===== src/rtl/instr_sequencer.sv =====
// instr_sequencer: fetch/sequence stage feeding the 3-to-8 ALU op decoder.
// Fetches 8-bit instruction words over a req/valid handshake, holds them in an
// instruction register and steps IDLE -> FETCH -> DECODE -> EXEC -> WB.
// Instruction word: [7:5] op, [4] halt (only when op=000), [3:2] rd, [1:0] rs.
//
// Ports
//   clk, rst_n   rising-edge clock, asynchronous active-low reset
//   start        leave IDLE/HALT and begin fetching
//   imem_req     fetch request, imem_addr = pc while requesting (else 0)
//   imem_valid   imem_data valid; only sampled in FETCH
//   imem_data    instruction word
//   op_sel       ALU op select, 000 except in EXEC
//   rd, rs       destination/source register index, straight from IR
//   reg_we       register-file write enable, high for the WB cycle
//   pc           current program counter
//   halted       high while in HALT
//   busy         high in FETCH, DECODE, EXEC and WB
module instr_sequencer #(
    parameter int unsigned           ADDR_W   = 8,
    parameter logic [ADDR_W-1:0]     RESET_PC = '0
) (
    input  logic              clk,
    input  logic              rst_n,
    input  logic              start,
    output logic              imem_req,
    output logic [ADDR_W-1:0] imem_addr,
    input  logic              imem_valid,
    input  logic [7:0]        imem_data,
    output logic [2:0]        op_sel,
    output logic [1:0]        rd,
    output logic [1:0]        rs,
    output logic              reg_we,
    output logic [ADDR_W-1:0] pc,
    output logic              halted,
    output logic              busy
);

    typedef enum logic [2:0] {
        StIdle,
        StFetch,
        StDecode,
        StExec,
        StWb,
        StHalt
    } state_e;

    state_e            state_q, state_d;
    logic [7:0]        ir_q, ir_d;
    logic [ADDR_W-1:0] pc_q, pc_d;

    always_comb begin
        state_d = state_q;
        ir_d    = ir_q;
        pc_d    = pc_q;
        unique case (state_q)
            StIdle, StHalt: begin
                // HALT resumes at pc, which already points past the halt word.
                if (start) state_d = StFetch;
            end
            StFetch: begin
                if (imem_valid) begin
                    ir_d    = imem_data;
                    pc_d    = pc_q + ADDR_W'(1);
                    state_d = StDecode;
                end
            end
            StDecode: begin
                if (ir_q[7:5] != 3'b000) state_d = StExec;
                else if (ir_q[4])        state_d = StHalt;
                else                     state_d = StFetch;
            end
            StExec:  state_d = StWb;
            StWb:    state_d = StFetch;
            default: state_d = StIdle;
        endcase
    end

    // Outputs are registered from the next state so they line up with state_q.
    always_ff @(posedge clk or negedge rst_n) begin
        if (!rst_n) begin
            state_q   <= StIdle;
            ir_q      <= 8'h00;
            pc_q      <= RESET_PC;
            imem_req  <= 1'b0;
            imem_addr <= '0;
            op_sel    <= 3'b000;
            reg_we    <= 1'b0;
            halted    <= 1'b0;
            busy      <= 1'b0;
        end else begin
            state_q   <= state_d;
            ir_q      <= ir_d;
            pc_q      <= pc_d;
            imem_req  <= (state_d == StFetch);
            imem_addr <= (state_d == StFetch) ? pc_d : '0;
            op_sel    <= (state_d == StExec) ? ir_d[7:5] : 3'b000;
            reg_we    <= (state_d == StWb);
            halted    <= (state_d == StHalt);
            busy      <= (state_d inside {StFetch, StDecode, StExec, StWb});
        end
    end

    assign rd = ir_q[3:2];
    assign rs = ir_q[1:0];
    assign pc = pc_q;

endmodule


===== config.mk =====
export PLATFORM = sky130hd
export DESIGN_NAME = instr_sequencer
export DESIGN_NICKNAME = d
export VERILOG_FILES = /design/src/rtl/instr_sequencer.sv
export SDC_FILE = /design/constraint.sdc
export NUM_CORES = 1
export LEC_CHECK = 0
export ABC_CLOCK_PERIOD_IN_PS = 1900
export CAP_MARGIN = 0
export CORE_MARGIN = 4
export CORE_UTILIZATION = 47
export CTS_CLUSTER_SIZE = 10
export DETAILED_ROUTE_END_ITERATION = 8
export PLACE_DENSITY = 0.87
export RECOVER_POWER = 100
export SKIP_LAST_GASP = 1
export SYNTH_ARGS = -nofsm -noshare
export SYNTH_HDL_FRONTEND = slang
export SYNTH_SLANG_ARGS = --single-unit

===== constraint.sdc =====
create_clock -name clk -period 1.9 [get_ports clk]
set_input_delay 0.38 -clock clk [delete_from_list [all_inputs] [get_ports clk]]
set_output_delay 0.38 -clock clk [all_outputs]
set_load 0.05 [all_outputs]

==> reports/qor.yml, run 1 <==
dieHeight_um: 63.33
htree_levels: 2
fin_nets: 176
root_buffer: "clkbuf_4"
seq_area_frac_synth_pct: 59.13
r2r_setup_slack_ns: 0.23
async_reset_ff_share_pct: 100.0
finalHoldWorstSlack_ns: 0.4969
avgSynthCellArea_um2: 11.89
io_pins: 39
path_delay_family: "buffers and inverters"
hold_viol: 0
end_kind: "primary output"
grt_overflow: 0
p_per_area_nw_per_um2: 1746
dpl.hpwl_um: 2025
critPathSlowestCell: "clkdlybuf4s50_1"
drc: 0
min_path_type: "flip-flop to flip-flop"
drt_iter0_drc: 14
die_area_um2: 4011
period_needed_ns: 1.845
firstDrtPassIters: 4
insertion_delay_ns: 0.33
grt_use_met3_pct: 7.638
drtAntennaViolNets: 0
crit_chain: "clkdlybuf4s50_1"
finalClockSkew_ns: 0.01315
utilization_pct: 62.23
grt_start_max_net_pins: 35
grt_first_pass_wirelength_um: 4547
clk_pin_slew_worst_paths_ns: 0.09
clock.fmax_mhz: 542.0
drive_gt1_share_pct: 11.59
cp-start-kind: "flip-flop"
synth-seq-cells: 34
core_um2: 2829
status: "finished clean"
cts_tree: "built"
synth_enable_flop_cells: 0
p_leak_nw: 0.8492
synthFlopType: "dfrtp_1"
tightestPinTransition_ns: 0.8006
gp_congestion: 0.8556
viasPerCell: 4.995
synth_cells: 121
antenna_found_initial: 0
use_met2_pct: 25.29
rsz0062_at_grt: "no"
nFillCells: 252
critPathMaxFanout: 1
ys_types: 36
synth_nets: 134
slew_headroom_pct: 46.62
critical_path_class: "flip-flop to primary output"
grt_use_met1_pct: 16.01
critPathBufInv: 1
cp.arrival_ns: 1.47
clockBufferDepth: 2
cts_made_buffers: 5
clock-sinks: 34
tns_ns: 0
drt_wl_total_um: 2713
diodes: 0
timing.final.setup_violations: 0
slew_viol_final: 0
rows: 19
ir_drop_mv: 0.8261
slowest_delay_ns: 0.80
yosysWarnings: 0
die_w_um: 63.33
grt_pass1_vias: 1037
critPathRequiredTime_ns: 1.52
wire_per_inst_um: 13.91
syn_to_final_growth_pct: 22.35
io_buffers: 38
hold_buffers: 0
start_util_pct: 50.86
period_share_pct: 97.11
grt_busiest_layer: "met2"
max-cap-violations: 0
dr_total_vias: 974
grt_use_total_pct: 15.07
netlist_area_um2: 1439
[worst paths after layout]
| path | start | to | cells after the start |
|---|---|---|---|
| worst max-delay path | op_sel[1]$_DFF_PN0_ | op_sel[1] | 1 |
| worst max register to register | ir_q[7]$_DFF_PN0_ | imem_addr[6]$_DFF_PN0_ | 4 |
| max in group asynchronous | rst_n | state_q[2]$_DFF_PN0_ | 2 |
| worst min register to register | ir_q[0]$_DFFE_PN0P_ | ir_q[0]$_DFFE_PN0P_ | 2 |
| min in group asynchronous | rst_n | imem_addr[1]$_DFF_PN0_ | 2 |
| worst min-delay path | ir_q[0]$_DFFE_PN0P_ | ir_q[0]$_DFFE_PN0P_ | 2 |
[layer usage]
metal	wire length (um)	vias up
met1	1099	458
li1	-	477
met4	31	0
met5	0	-
met3	246	4
met2	1334	35
[synthesized netlist by cell type, types with 2 or more instances]
library cell  count  area, um2
nor2b_1           5      31.28
a21oi_1           3      15.01
nor2b_2           2      17.52
nand2_1          31      116.4
nand3_1           3      15.01
inv_1             2      7.510
xnor2_1           4      35.03
nor3_1            3      15.01
buf_4             4      30.03
xor2_1            3      26.28
dfrtp_1          34      850.8
nand4_1           2      12.51
buf_6             2      22.52
[final cells by class]
class                           instances  area, um2  share of cell area, %
Sequential cell                        34      850.8                  48.33
Timing Repair Buffer                   41      289.0                  16.42
Tap cell                               31      38.79                  2.203
Multi-Input combinational cell         78      495.5                  28.14
Clock inverter                          1      30.03                  1.706
Inverter                                3      11.26                 0.6397
Clock buffer                            7      45.04                  2.559
[metrics by stage]
step / setup WS, ns / area (um2) / instances / total power, mW
6_report: 0.05488 / 1760 / 195 / 3.074
2_1_floorplan: 0.3010 / 1439 / 121 / 2.368
3_5_place_dp: 0.001477 / 1810 / 187 / 2.786
5_1_grt: 0.001152 / 1760 / 195 / 3.276
3_3_place_gp: 0.09977 / 1810 / 187 / 2.739
4_1_cts: 0.004600 / 1884 / 195 / 3.291
[power breakdown]
part | switching, mW | internal (mW)
Sequential | 0.180 | 0.950
Clock | 0.221 | 0.279
Combinational | 1.03 | 0.415
Total | 1.43 | 1.64
[what timing repair did]
item | CTS | global route
endpoints found under the setup margin | 1 | 10
endpoints found under the hold margin | 0 | 0
buffers inserted | 0 | 0
gates resized for setup | 1 | 10
[cell families after synthesis]
family | share of synthesized area [%]
buffers and inverters | 4.435
DFF | 59.13
adders and majority gates | 0.8694
xor gates and xnor gates | 4.261
AOI/OAI and AO/OA | 5.304
and+or+nand+nor | 26.00
[state kept, by name, summed over array words and instances, names as in the netlist, 3 cells and up]
| register | count |
|---|---|
| imem_addr | 8 |
| ir_q | 8 |
| pc | 8 |
| op_sel | 3 |
| state_q | 3 |
[cell usage in the layout, fill, tap and decap left out, drive strengths merged]
cell           synthesis  routed
nand2                 32      32
ha                     1       1
a22oi                  1       1
and2b                  1       1
clkbuf                 0      26
nand3                  3       3
bufinv                 0       1
dlygate4sd3            0       2
nor2b                  7       7
o31ai                  1       1
xnor2                  4       4
and4bb                 1       1
buf                    6       1
or2                    1       1
xor2                   3       3
nor4                   1       1
inv                    3       3
nor2                   1       1
nor3b                  1       1
o211ai                 1       1
or3                    1       1
and3                   1       1
or2b                   1       1
or3b                   1       1
o21ai                  1       1
a21oi                  4       4
a31oi                  1       1
o21bai                 1       1
clkdlybuf4s50          0      18
dlygate4sd2            0       1
nand4                  3       3
nor3                   3       3
nand4bb                1       1
and2                   1       1
dfrtp                 34      34
Power figures use the tool's default switching activity.
==> inputs of run 2 (changes only) <==
Settings changed: PLACE_DENSITY 0.87 to not set, PLACE_DENSITY_LB_ADDON set to 0.05.
==> run 2 against run 1 <==
First-iteration DRC count up 57%. Via count increased by 1.5%. Critical path type unchanged. Clock power decreased by 17%. Highest routed layer unchanged. Die area is the same. Total power decreased by 3.9%. Largest cell class unchanged.
==> reports/qor.yml, run 2 (synthesis results as in run 1) <==
period_share_pct: 96.79
cp-start-kind: "flip-flop"
grt_start_max_net_pins: 35
hp-start: "ir_q[0]$_DFFE_PN0P_"
p_leak_nw: 0.8435
hold_viol: 0
layout_commonest_cell: "dfrtp_1"
slowest_delay_ns: 0.80
finalClockSkew_ns: 0.01525
whs_path_depth: 2
die_area_um2: 4011
syn_to_final_growth_pct: 20.09
ff2ff_path_depth: 4
dr_total_vias: 989
grt_pass1_vias: 982
hold_buffers: 0
dpl.hpwl_um: 1930
ir_drop_mv: 0.9786
timing.final.setup_violations: 0
grt_use_total_pct: 14.68
clockBufferDepth: 2
drc: 0
rsz0062_at_grt: "no"
p_per_area_nw_per_um2: 1711
insertion_delay_ns: 0.34
crit_chain: "clkdlybuf4s50_1"
max-cap-violations: 0
slew_viol_final: 0
cts_made_buffers: 5
drtAntennaViolNets: 0
path_delay_family: "buffers and inverters"
critical_path_class: "flip-flop to primary output"
rows: 19
start_util_pct: 50.86
diodes: 0
io_pins: 39
htree_levels: 2
regToRegEndpoint: "imem_addr[1]$_DFF_PN0_"
route.met2.wl_um: 1267
p_total_mw: 2.956
dr_wl_met3_um: 162
clk_pin_slew_worst_paths_ns: 0.11
final_cell_mix: "34 x dfrtp_1, 31 x nand2_1, 19 x clkbuf_1"
core_um2: 2829
clock.fmax_mhz: 543.8
critPathMaxFanout: 1
cp.arrival_ns: 1.46
end_kind: "primary output"
critPathRequiredTime_ns: 1.52
critPathSlowestCell: "clkdlybuf4s50_1"
io_buffers: 38
highest_layer: "met4"
wire_per_inst_um: 13.33
whs_endpoint: "ir_q[0]$_DFFE_PN0P_"
critPathBufInv: 1
tns_ns: 0
status: "finished clean"
drt_wl_total_um: 2599
drt_iter0_drc: 22
dieHeight_um: 63.33
viasPerCell: 5.072
tightestPinTransition_ns: 0.8003
period_needed_ns: 1.839
die_w_um: 63.33
firstDrtPassIters: 2
grt_overflow: 0
slew_headroom_pct: 46.64
r2r_start: "ir_q[7]$_DFF_PN0_"
grt_first_pass_wirelength_um: 4436
antenna_found_initial: 0
fin_nets: 176
min_path_type: "flip-flop to flip-flop"
wl_met1_um: 1148
clock-sinks: 34
gp_congestion: 0.7213
r2r_setup_slack_ns: 0.22
root_buffer: "clkbuf_4"
drive_gt1_share_pct: 10.98
cts_tree: "built"
[run 2: how the worst max path moves through the flow]
stage,startpoint,endpoint,cells past startpoint
2_1_floorplan,pc[0]$_DFF_PN0_,imem_addr[6]$_DFF_PN0_,5
3_3_place_gp,imem_valid,imem_addr[6]$_DFF_PN0_,5
4_1_cts,op_sel[1]$_DFF_PN0_,op_sel[1],1
3_5_place_dp,imem_valid,imem_addr[5]$_DFF_PN0_,5
6_report,op_sel[0]$_DFF_PN0_,op_sel[0],1
5_1_grt,imem_addr[2]$_DFF_PN0_,imem_addr[2],1
[run 2: timing repair]
action | CTS | global route
endpoints found under the setup margin | 4 | 9
gates resized for setup | 4 | 9
setup buffers | 0 | 0
[run 2: cell type report]
cell class / instances / area (um2)
sequential: 34 / 850.8
clock buffer: 6 / 51.30
inverter: 3 / 11.26
tap: 31 / 38.79
multi-input combinational: 78 / 484.2
fill: 255 / 1101
timing repair buffer: 41 / 279.0
clock inverter: 2 / 12.51
[run 2: tightest hold or removal path: stages, from the launching register on]
cell and delay, ns:
dfrtp_1 0.35, nand2_1 0.05, nand2_1 0.05
[run 2: power by group]
group          switching [mW]  internal (mW)  total, mW
registers               0.176          0.950       1.13
logic                    1.01          0.412       1.42
clock network           0.235          0.178      0.413
[run 2: per-layer routing]
layer	up-vias	global-route usage (%)
met5	-	0
met1	472	15.97
met2	30	25.29
met3	2	6.039
met4	0	5.660
li1	485	-
[run 2: stage by stage]
stage                     hold WS (ns)  setup slack, ns  utilization [%]  area (um2)  cells
after CTS                       0.4411         0.002630            65.90        1864    195
after global routing            0.5146        0.0006652            61.08        1728    195
final                           0.4780          0.06101            61.08        1728    195
after global placement          0.4586          0.07097            63.82        1805    187
after floorplan                0.08441           0.3010                -        1439    121
after detailed placement        0.4619        -0.007231            63.82        1805    187
==> inputs of run 3 (changes only) <==
Settings changed: PLACE_DENSITY set to 0.78, PLACE_DENSITY_LB_ADDON 0.05 to not set.
==> run 3 against run 2 <==
Clock skew shrank 0.0044 ns. Sequential cell count is the same. Total power is essentially flat. Register-to-register slack is essentially flat. Final area is the same. Die area is the same. Setup slack is essentially flat. First-iteration DRC count is the same.
==> reports/qor.yml, run 3 (synthesis results as in run 1) <==
status: "finished clean"
die_w_um: 63.33
wire_per_inst_um: 14.03
firstDrtPassIters: 4
rows: 19
final_cell_mix: "34 x dfrtp_1, 31 x nand2_1, 19 x clkbuf_1"
end_kind: "primary output"
io_buffers: 38
critPathBufInv: 1
timing.final.setup_violations: 0
period_share_pct: 96.77
drc: 0
start_util_pct: 50.86
gp_congestion: 0.8267
clock-sinks: 34
cp.arrival_ns: 1.46
utilization_pct: 61.08
cts_made_buffers: 5
min_path_type: "flip-flop to flip-flop"
finalClockSkew_ns: 0.01083
grt_first_pass_wirelength_um: 4692
slew_viol_final: 0
htree_levels: 2
dpl.hpwl_um: 1990
netSwitchingFraction_pct: 47.99
p_seq_share_pct: 38.1
grt_pass1_vias: 1034
grt_start_max_net_pins: 35
max-cap-violations: 0
drtAntennaViolNets: 0
clk_pin_slew_worst_paths_ns: 0.10
whs_path_depth: 1
cp-start-kind: "flip-flop"
clock.fmax_mhz: 543.9
io_pins: 39
path_depth: 1
grt_use_total_pct: 15.03
place_ws_ns: 0.02105
drt_iter0_drc: 22
critPathRequiredTime_ns: 1.52
slowest_delay_ns: 0.79
hold_buffers: 0
tns_ns: 0
p_per_area_nw_per_um2: 1711
antenna_found_initial: 0
p_leak_nw: 0.8412
die_area_um2: 4011
viasPerCell: 5.144
grt_overflow: 0
power_frac_clock_pct: 13.6
clockBufferDepth: 2
drt_wl_total_um: 2735
ff2ff_path_depth: 4
p_int_mw: 1.538
fin_nets: 176
core_um2: 2829
syn_to_final_growth_pct: 20.09
critical_path_class: "flip-flop to primary output"
path_delay_family: "buffers and inverters"
drive_gt1_share_pct: 9.756
dr_total_vias: 1003
critPathMaxFanout: 1
crit_chain: "clkdlybuf4s50_1"
slew_headroom_pct: 47.10
setup_slack_ns: 0.06134
cts_tree: "built"
rsz0062_at_grt: "no"
p_sw_mw: 1.419
critPathSlowestCell: "clkdlybuf4s50_1"
ir_drop_mv: 0.9778
root_buffer: "clkbuf_4"
period_needed_ns: 1.839
layout_commonest_cell: "dfrtp_1"
diodes: 0
hold_viol: 0
comb_power_share_pct: 48.4
tightestPinTransition_ns: 0.7935
insertion_delay_ns: 0.33
dieHeight_um: 63.33
==> run 3: worst paths after layout <==
kind                                         from                      to  slack, ns
setup / recovery           imem_addr[2]$_DFF_PN0_            imem_addr[2]       0.06
hold / removal                    pc[7]$_DFF_PN0_         pc[7]$_DFF_PN0_       0.49
setup reg to reg                ir_q[7]$_DFF_PN0_  imem_addr[4]$_DFF_PN0_       0.23
hold reg to reg                   pc[7]$_DFF_PN0_         pc[7]$_DFF_PN0_       0.49
max in group asynchronous                   rst_n       ir_q[6]$_DFF_PN0_       0.74
min in group asynchronous                   rst_n         pc[6]$_DFF_PN0_       0.66
==> run 3: what timing repair did <==
item	CTS	global route
buffers inserted	0	0
gates resized for setup	2	10
setup endpoints to repair	2	10
==> run 3: power groups by stage <==
stage	combinational, mW	sequential (mW)	clock [mW]
detailed placement	1.63	1.16	0
global route	1.55	1.17	0.447
global placement	1.61	1.14	0
floorplan	0.853	1.51	0
CTS	1.63	1.14	0.411
finish	1.43	1.13	0.401
==> run 3: through the flow <==
step	power [mW]	cells	hold WS (ns)	cell area [um2]
2_1_floorplan	2.368	121	0.08441	1439
3_3_place_gp	2.750	187	0.4582	1810
3_5_place_dp	2.787	187	0.4638	1810
4_1_cts	3.181	195	0.4621	1868
5_1_grt	3.164	195	0.5162	1728
6_report	2.957	195	0.4879	1728
==> run 3: final cells by class <==
type	instances	area, um2
timing repair buffer	41	287.8
clock inverter	1	5.005
sequential	34	850.8
tap	31	38.79
clock buffer	7	55.05
fill	256	1101
inverter	3	11.26
multi-input combinational	78	479.2
==> run 3: metal layers <==
layer  vias to the layer above  global-route usage [%]  routed length (um)
met1                       479                   16.59                1079
met3                         6                   7.460                 260
met5                         -                       0                   0
met2                        39                   25.16                1356
li1                        479                       -                   -
met4                         0                   4.852                  38
